### src/rtl/alu_share_ctrl.sv
`default_nettype none
// alu_share_ctrl: one shared W-bit ALU, round-robin arbitrated between two valid/ready
// requesters; result and flags are registered and held until the owner accepts them.
module alu_share_ctrl #(
  parameter int W     = 16,
  parameter int CNT_W = 8
) (
  input  logic             clk,
  input  logic             rst_n,
  input  logic [1:0]       req_valid,
  output logic [1:0]       req_ready,
  input  logic [2:0]       req_opc0,
  input  logic [2:0]       req_opc1,
  input  logic [W-1:0]     req_ina0,
  input  logic [W-1:0]     req_ina1,
  input  logic [W-1:0]     req_inb0,
  input  logic [W-1:0]     req_inb1,
  input  logic             req_inc0,
  input  logic             req_inc1,
  output logic [1:0]       rsp_valid,
  input  logic [1:0]       rsp_ready,
  output logic [W-1:0]     rsp_w,
  output logic             rsp_zer,
  output logic             rsp_neg,
  output logic             busy,
  output logic [CNT_W-1:0] done_cnt0,
  output logic [CNT_W-1:0] done_cnt1
);

  localparam logic [W-1:0]     ONE     = 1;
  localparam logic [CNT_W-1:0] CNT_ONE = 1;

  typedef enum logic [1:0] {
    S_IDLE = 2'd0,
    S_EXEC = 2'd1,
    S_RESP = 2'd2
  } state_t;

  state_t            state;
  logic              grant;
  logic              last_grant;
  logic [2:0]        opc_q;
  logic [W-1:0]      ina_q;
  logic [W-1:0]      inb_q;
  logic              inc_q;
  logic              any_valid;
  logic              sel;
  logic [W-1:0]      alu_w;
  logic signed [W-1:0] b_asr;

  // On a tie the port that did not win last time is chosen.
  assign any_valid = |req_valid;
  assign sel       = (&req_valid) ? ~last_grant : req_valid[1];
  assign req_ready = (state == S_IDLE && any_valid) ? (sel ? 2'b10 : 2'b01) : 2'b00;
  assign busy      = (state != S_IDLE);

  // Kept as a separate signed signal so the shift stays arithmetic.
  assign b_asr = $signed(inb_q) >>> 1;

  always_comb begin
    alu_w = '0;
    case (opc_q)
      3'b000:  alu_w = ~ina_q + ONE;
      3'b001:  alu_w = ina_q + ONE;
      3'b010:  alu_w = ina_q + inb_q + {{(W-1){1'b0}}, inc_q};
      3'b011:  alu_w = ina_q + b_asr;
      3'b100:  alu_w = ina_q & inb_q;
      3'b101:  alu_w = ina_q | inb_q;
      3'b110:  alu_w = {ina_q[W/2-1:0], inb_q[W/2-1:0]};
      default: alu_w = '0;
    endcase
  end

  always_ff @(posedge clk) begin
    if (!rst_n) begin
      state      <= S_IDLE;
      grant      <= 1'b0;
      last_grant <= 1'b1;
      opc_q      <= '0;
      ina_q      <= '0;
      inb_q      <= '0;
      inc_q      <= 1'b0;
      rsp_valid  <= 2'b00;
      rsp_w      <= '0;
      rsp_zer    <= 1'b0;
      rsp_neg    <= 1'b0;
      done_cnt0  <= '0;
      done_cnt1  <= '0;
    end else begin
      case (state)
        S_IDLE: begin
          if (any_valid) begin
            grant      <= sel;
            last_grant <= sel;
            opc_q      <= sel ? req_opc1 : req_opc0;
            ina_q      <= sel ? req_ina1 : req_ina0;
            inb_q      <= sel ? req_inb1 : req_inb0;
            inc_q      <= sel ? req_inc1 : req_inc0;
            state      <= S_EXEC;
          end
        end
        S_EXEC: begin
          rsp_w     <= alu_w;
          rsp_zer   <= (alu_w == '0);
          rsp_neg   <= alu_w[W-1];
          rsp_valid <= grant ? 2'b10 : 2'b01;
          state     <= S_RESP;
        end
        S_RESP: begin
          if (rsp_ready[grant]) begin
            rsp_valid <= 2'b00;
            if (grant) done_cnt1 <= done_cnt1 + CNT_ONE;
            else       done_cnt0 <= done_cnt0 + CNT_ONE;
            state <= S_IDLE;
          end
        end
        default: state <= S_IDLE;
      endcase
    end
  end

endmodule
`default_nettype wire

### config.mk
export PLATFORM = sky130hd
export DESIGN_NAME = alu_share_ctrl
export DESIGN_NICKNAME = d
export VERILOG_FILES = /design/src/rtl/alu_share_ctrl.sv
export SDC_FILE = /design/constraint.sdc
export NUM_CORES = 1
export LEC_CHECK = 0
export ABC_AREA = 1
export CAP_MARGIN = 20
export CORE_MARGIN = 1
export CORE_UTILIZATION = 50
export CTS_CLUSTER_DIAMETER = 60
export CTS_CLUSTER_SIZE = 20
export DETAILED_ROUTE_END_ITERATION = 8
export GPL_ROUTABILITY_DRIVEN = 0
export PLACE_DENSITY = 0.77
export SETUP_SLACK_MARGIN = 0.15
export SLEW_MARGIN = 10
export SYNTH_ARGS = -nofsm -noshare
export SYNTH_HDL_FRONTEND = slang
export SYNTH_SLANG_ARGS = --single-unit
### constraint.sdc
create_clock -name clk -period 3.2 [get_ports clk]
set_input_delay 0.64 -clock clk [delete_from_list [all_inputs] [get_ports clk]]
set_output_delay 0.64 -clock clk [all_outputs]
set_load 0.05 [all_outputs]
After elaboration in Yosys (flattened, before gate mapping)
Index checks and enable logic that the tools add are counted.
Cells by class
  bitwise gates (word level): 5
  order comparisons: 1
  add/sub/neg operators: 7
  equal/unequal tests: 10
  reductions and logical operators: 13
  multiplexer cells: 15
Operator list (count)
  16-bit case mux with 7 select lines: 1
  16-bit by 1-bit adder with 16-bit output, second input constant: 2
  16-bit adder: 2
  16-bit two-way mux: 2
  16-bit by 1-bit adder with 16-bit output: 1
  8-bit by 1-bit adder with 8-bit output, second input constant: 2
  16-bit bitwise AND: 1
  16-bit zero test: 1
  16-bit inverter: 1
  16-bit bitwise OR: 1
  2-bit two-way mux: 5
  3-bit == test, second input constant: 3
  2-bit AND reduction: 4
  3-bit by 2-bit == test with 1-bit output, second input constant: 2
  2-bit case mux with 3 select lines: 1
  3-bit AND reduction: 2
  1-bit two-way mux: 4
  2-bit != test, second input constant: 2
  2-bit case mux with 2 select lines: 1
  2-bit nonzero test: 2
  3-bit by 1-bit == test with 1-bit output, second input constant: 1
  3-bit zero test: 1
  3-bit two-way mux: 1
  2-bit by 1-bit == test with 1-bit output, second input constant: 1
  other kinds (6): 7
Word-level totals
  input bits: 78
  register bits after elaboration: 76
  output and inout port bits: 39
  logic and storage cells: 64

Logic depth before layout (Yosys ltp)
  depth in word-level cells: 4
  mapped depth: 22
  gate-level depth less buffers: 21

Worst setup path after synthesis
OpenSTA, ideal clock, no wires.
  path kind: register to register
  from: register opc_q[2]
  to: register rsp_zer
  setup slack: 719 ps
  required time: 3130 ps
  setup time: 70 ps
  stages on the path, launching flop included: 19
  buffers on the path: 2
  period minus slack after synthesis: 2481 ps
  data arrival time: 2411 ps
  path through: dfxtp_1 > buf_6 > nor3_2 > inv_1 > clkbuf_1 > nor2_1 > ha_1 > nand2_1 > inv_1 > nand3_1 > nand2_1 > nand2_1 > nand2_1 > or2_2 > nand3_1 > nand3b_1 > nor2_1 > nand3_1 > a21oi_1
Between the ends
  word-level cells in the longest chain between the ends: 3
Ends and longest elaborated chain
  from (decl): line 42  | logic [2:0] opc_q;
  from (signal assigned): line 95  | opc_q <= sel ? req_opc1 : req_opc0;
  3-bit == test, or another cell as far along: line 62  | case (opc_q)
  16-bit case mux with 7 select lines (*): line 62
  16-bit zero test (*): line 104  | rsp_zer <= (alu_w == '0);
  to (signal assigned): line 104
  to (decl): line 23  | output logic rsp_zer,
Mark *: on every way between the ends. The rest lies on a longest branch, timed or not.
A chain may end at the register's enable or synchronous reset.

Worst setup path in the final report
  from: register opc_q[1]
  to: register rsp_zer
Same word-level chain as after synthesis.

==> qor.csv <==
metric,value,unit
outcome,finished clean,
Synth area leaders,"dfxtp_1 (24%), nand2_1 (20%), ha_1 (10%)",
Post-Place Setup Slack,0.131,ns
leakage power,3.58,nW
Max Fclk,0.353,GHz
yosys warns,0,
vias in the first global route,6135,
Synth Instances,1037,
nets,1276,
clk sink count,75,
type of the tightest min-delay check,reg2reg,
#FFs+latches synth,75,
share of the synthesized area in the top cell type,0.241,
mapped cell area,6220,um^2
"EDFF count, synth",0,
clk_skew,0.00936,ns
CTS tree,done,
antenna cells,0,
Initial Utilization,0.515,
CP max FO,8,
max-cap violations,0,
Post-Place Cell Area,7510,um^2
commonest cells in the synthesized netlist,"nand2_1 (332), inv_1 (134), nor2_1 (125)",
"Avg Cell Area, Syn",6.00,um^2
fin area,7840,um^2
Fin. Hold Viols,0,
Critical Path RT,3.47,ns
DRC violations left,0,
top_reg_cell synth,dfxtp_1,
"Reg clk slew, reported paths",0.06,ns
min cycle time layout,2.83,ns
DIE AREA,12900,um^2
largest net degree at the start of global routing,40,
Die Y,114,um
area delta synth->final,26.1,%
core area,12100,um^2
vias per cell,5.28,
first-pass GRT wire length,29400,um
Slew Limit Fails,0,
CTS Buffer Depth,2,
final WL,18300,um
clk_lat worst skew,0.35,ns
routed vias,6958,
VDD IR max,0.305,mV
TritonRoute pass-1 iters,5,
H-tree Lvls,3,
"Seq/Total Area, Yosys",0.241,
GR Overflow Total,0,
port bufs,116,
layout cells sized above 1,0.0530,
I/O Pins,117,
Worst-Margin Slew,0.738,ns
CTS buffer count,9,
Rows,40,
Slew HR,0.507,
fin worst setup slack,0.366,ns
Final Setup Violations,0,
gr usage total,0.292,
Worst Path Arrival,3.11,ns
initial DRC count,604,
Synth area leader,dfxtp_1,
chip width,114,um
RSZ-0062 raised after global routing,no,
Crit Path Class,reg2reg,
crit path capture type,flip-flop,
final design utilization,0.650,
initial antenna violation count,0,
cell area power density,419,nW/um^2
Root Buffer,clkbuf_16,
"FFs w/ async S/R, synth",0,
setup TNS,0,ns
part of the cycle the worst path needs,0.886,
antenna-violating nets left,0,
Avg WL per Cell,13.9,um
Syn Nets,1168,
post-detail-place hpwl,14500,um
cell with the most instances after synthesis,nand2_1,
CP Launch Type,flip-flop,
Synth cell types,38,
[per-stage QoR]
step                      power, W  cells  hold slack [ns]
after global routing       0.00347   1318            0.495
final                      0.00329   1318            0.462
after floorplan            0.00192   1037            0.444
after detailed placement   0.00232   1298            0.455
after CTS                  0.00326   1314            0.462
after global placement     0.00231   1298            0.454
[final timing paths]
kind,start,to,slack [ns],depth (start not counted)
max,opc_q[1]$_SDFFE_PN0P_,rsp_zer$_SDFFE_PN0P_,0.37,18
min,rsp_valid[0]$_SDFFE_PN0P_,rsp_valid[0]$_SDFFE_PN0P_,0.46,2
max reg2reg,opc_q[1]$_SDFFE_PN0P_,rsp_zer$_SDFFE_PN0P_,0.37,18
min reg2reg,rsp_valid[0]$_SDFFE_PN0P_,rsp_valid[0]$_SDFFE_PN0P_,0.46,2
[layout by cell type (no fill, tap or decap), types with 11 or more instances in the layout]
master	synthesis	routed
buf_4	1	11
clkdlybuf4s50_1	0	114
nand2_1	332	331
dfxtp_1	75	73
nand3_1	78	78
nor3_1	12	12
ha_1	50	50
inv_1	134	133
a21oi_1	49	49
a31oi_1	37	37
nand3b_1	17	17
o21ai_0	34	34
nor2_1	125	121
[per-layer routing]
layer | global-route usage | vias up | share of wire
met2 | 0.448 | 273 | 0.43
met4 | 0.110 | 0 | 0.025
met3 | 0.0707 | 37 | 0.091
met5 | 0 | - | 0
li1 | - | 3558 | -
met1 | 0.395 | 3090 | 0.46
[layout make-up]
class                   count  area, um^2
flip-flops and latches     75        1510
clock inverters             5        37.5
inverters                 142         538
fillers                  1136        4220
well taps                 168         210
repair buffers            127        1260
multi-input cells         790        4050
clock buffers              11         233
[state kept, by name (all words and copies together) (netlist names), 2 cells and up]
signal and cells:
done_cnt0 8, done_cnt1 8, ina_q 16, inb_q 16, opc_q 3, rsp_valid 2
rsp_w 16, state 2
[critical path: stages (launching register included)]
cell	delay (ns)
dfxtp_4	0.40
inv_2	0.07
nor3_4	0.26
clkinv_4	0.14
buf_4	0.16
nor2_1	0.10
ha_1	0.30
nand2_1	0.12
inv_1	0.04
nand3_1	0.08
nand2_1	0.13
nand2_1	0.09
nand2_1	0.06
or2_2	0.26
nand3_1	0.08
nand3b_1	0.11
nor2_1	0.14
nand3_1	0.09
a21oi_1	0.13
[timing repair]
action	in CTS	in global routing
endpoints found under the setup margin	1	4
cloned	0	0
gates resized for setup	2	10
buffers inserted	0	4
hold buffers	0	0
hold endpoints to repair	0	0
pin swaps	0	1
[kinds of logic (layout without fill, tap and decap cells)]
logic type / count (synthesis) / count (layout) / synth area share
buffers and inverters: 172 / 285 / 0.111
AOI/OAI and AO/OA: 139 / 139 / 0.128
DFF: 75 / 75 / 0.241
and+or+nand+nor: 596 / 596 / 0.407
adders and majority gates: 53 / 53 / 0.110
xor gates and xnor gates: 2 / 2 / 0.00282
[power breakdown]
part | total [W] | leakage (nW) | internal [W] | switching (W)
registers | 0.00112 | 0.616 | 0.00102 | 0.000103
clock network | 0.000949 | 0.126 | 0.000528 | 0.000421
logic | 0.00122 | 2.84 | 0.000440 | 0.000782
Note: power is estimated with default switching activity, not from simulation.
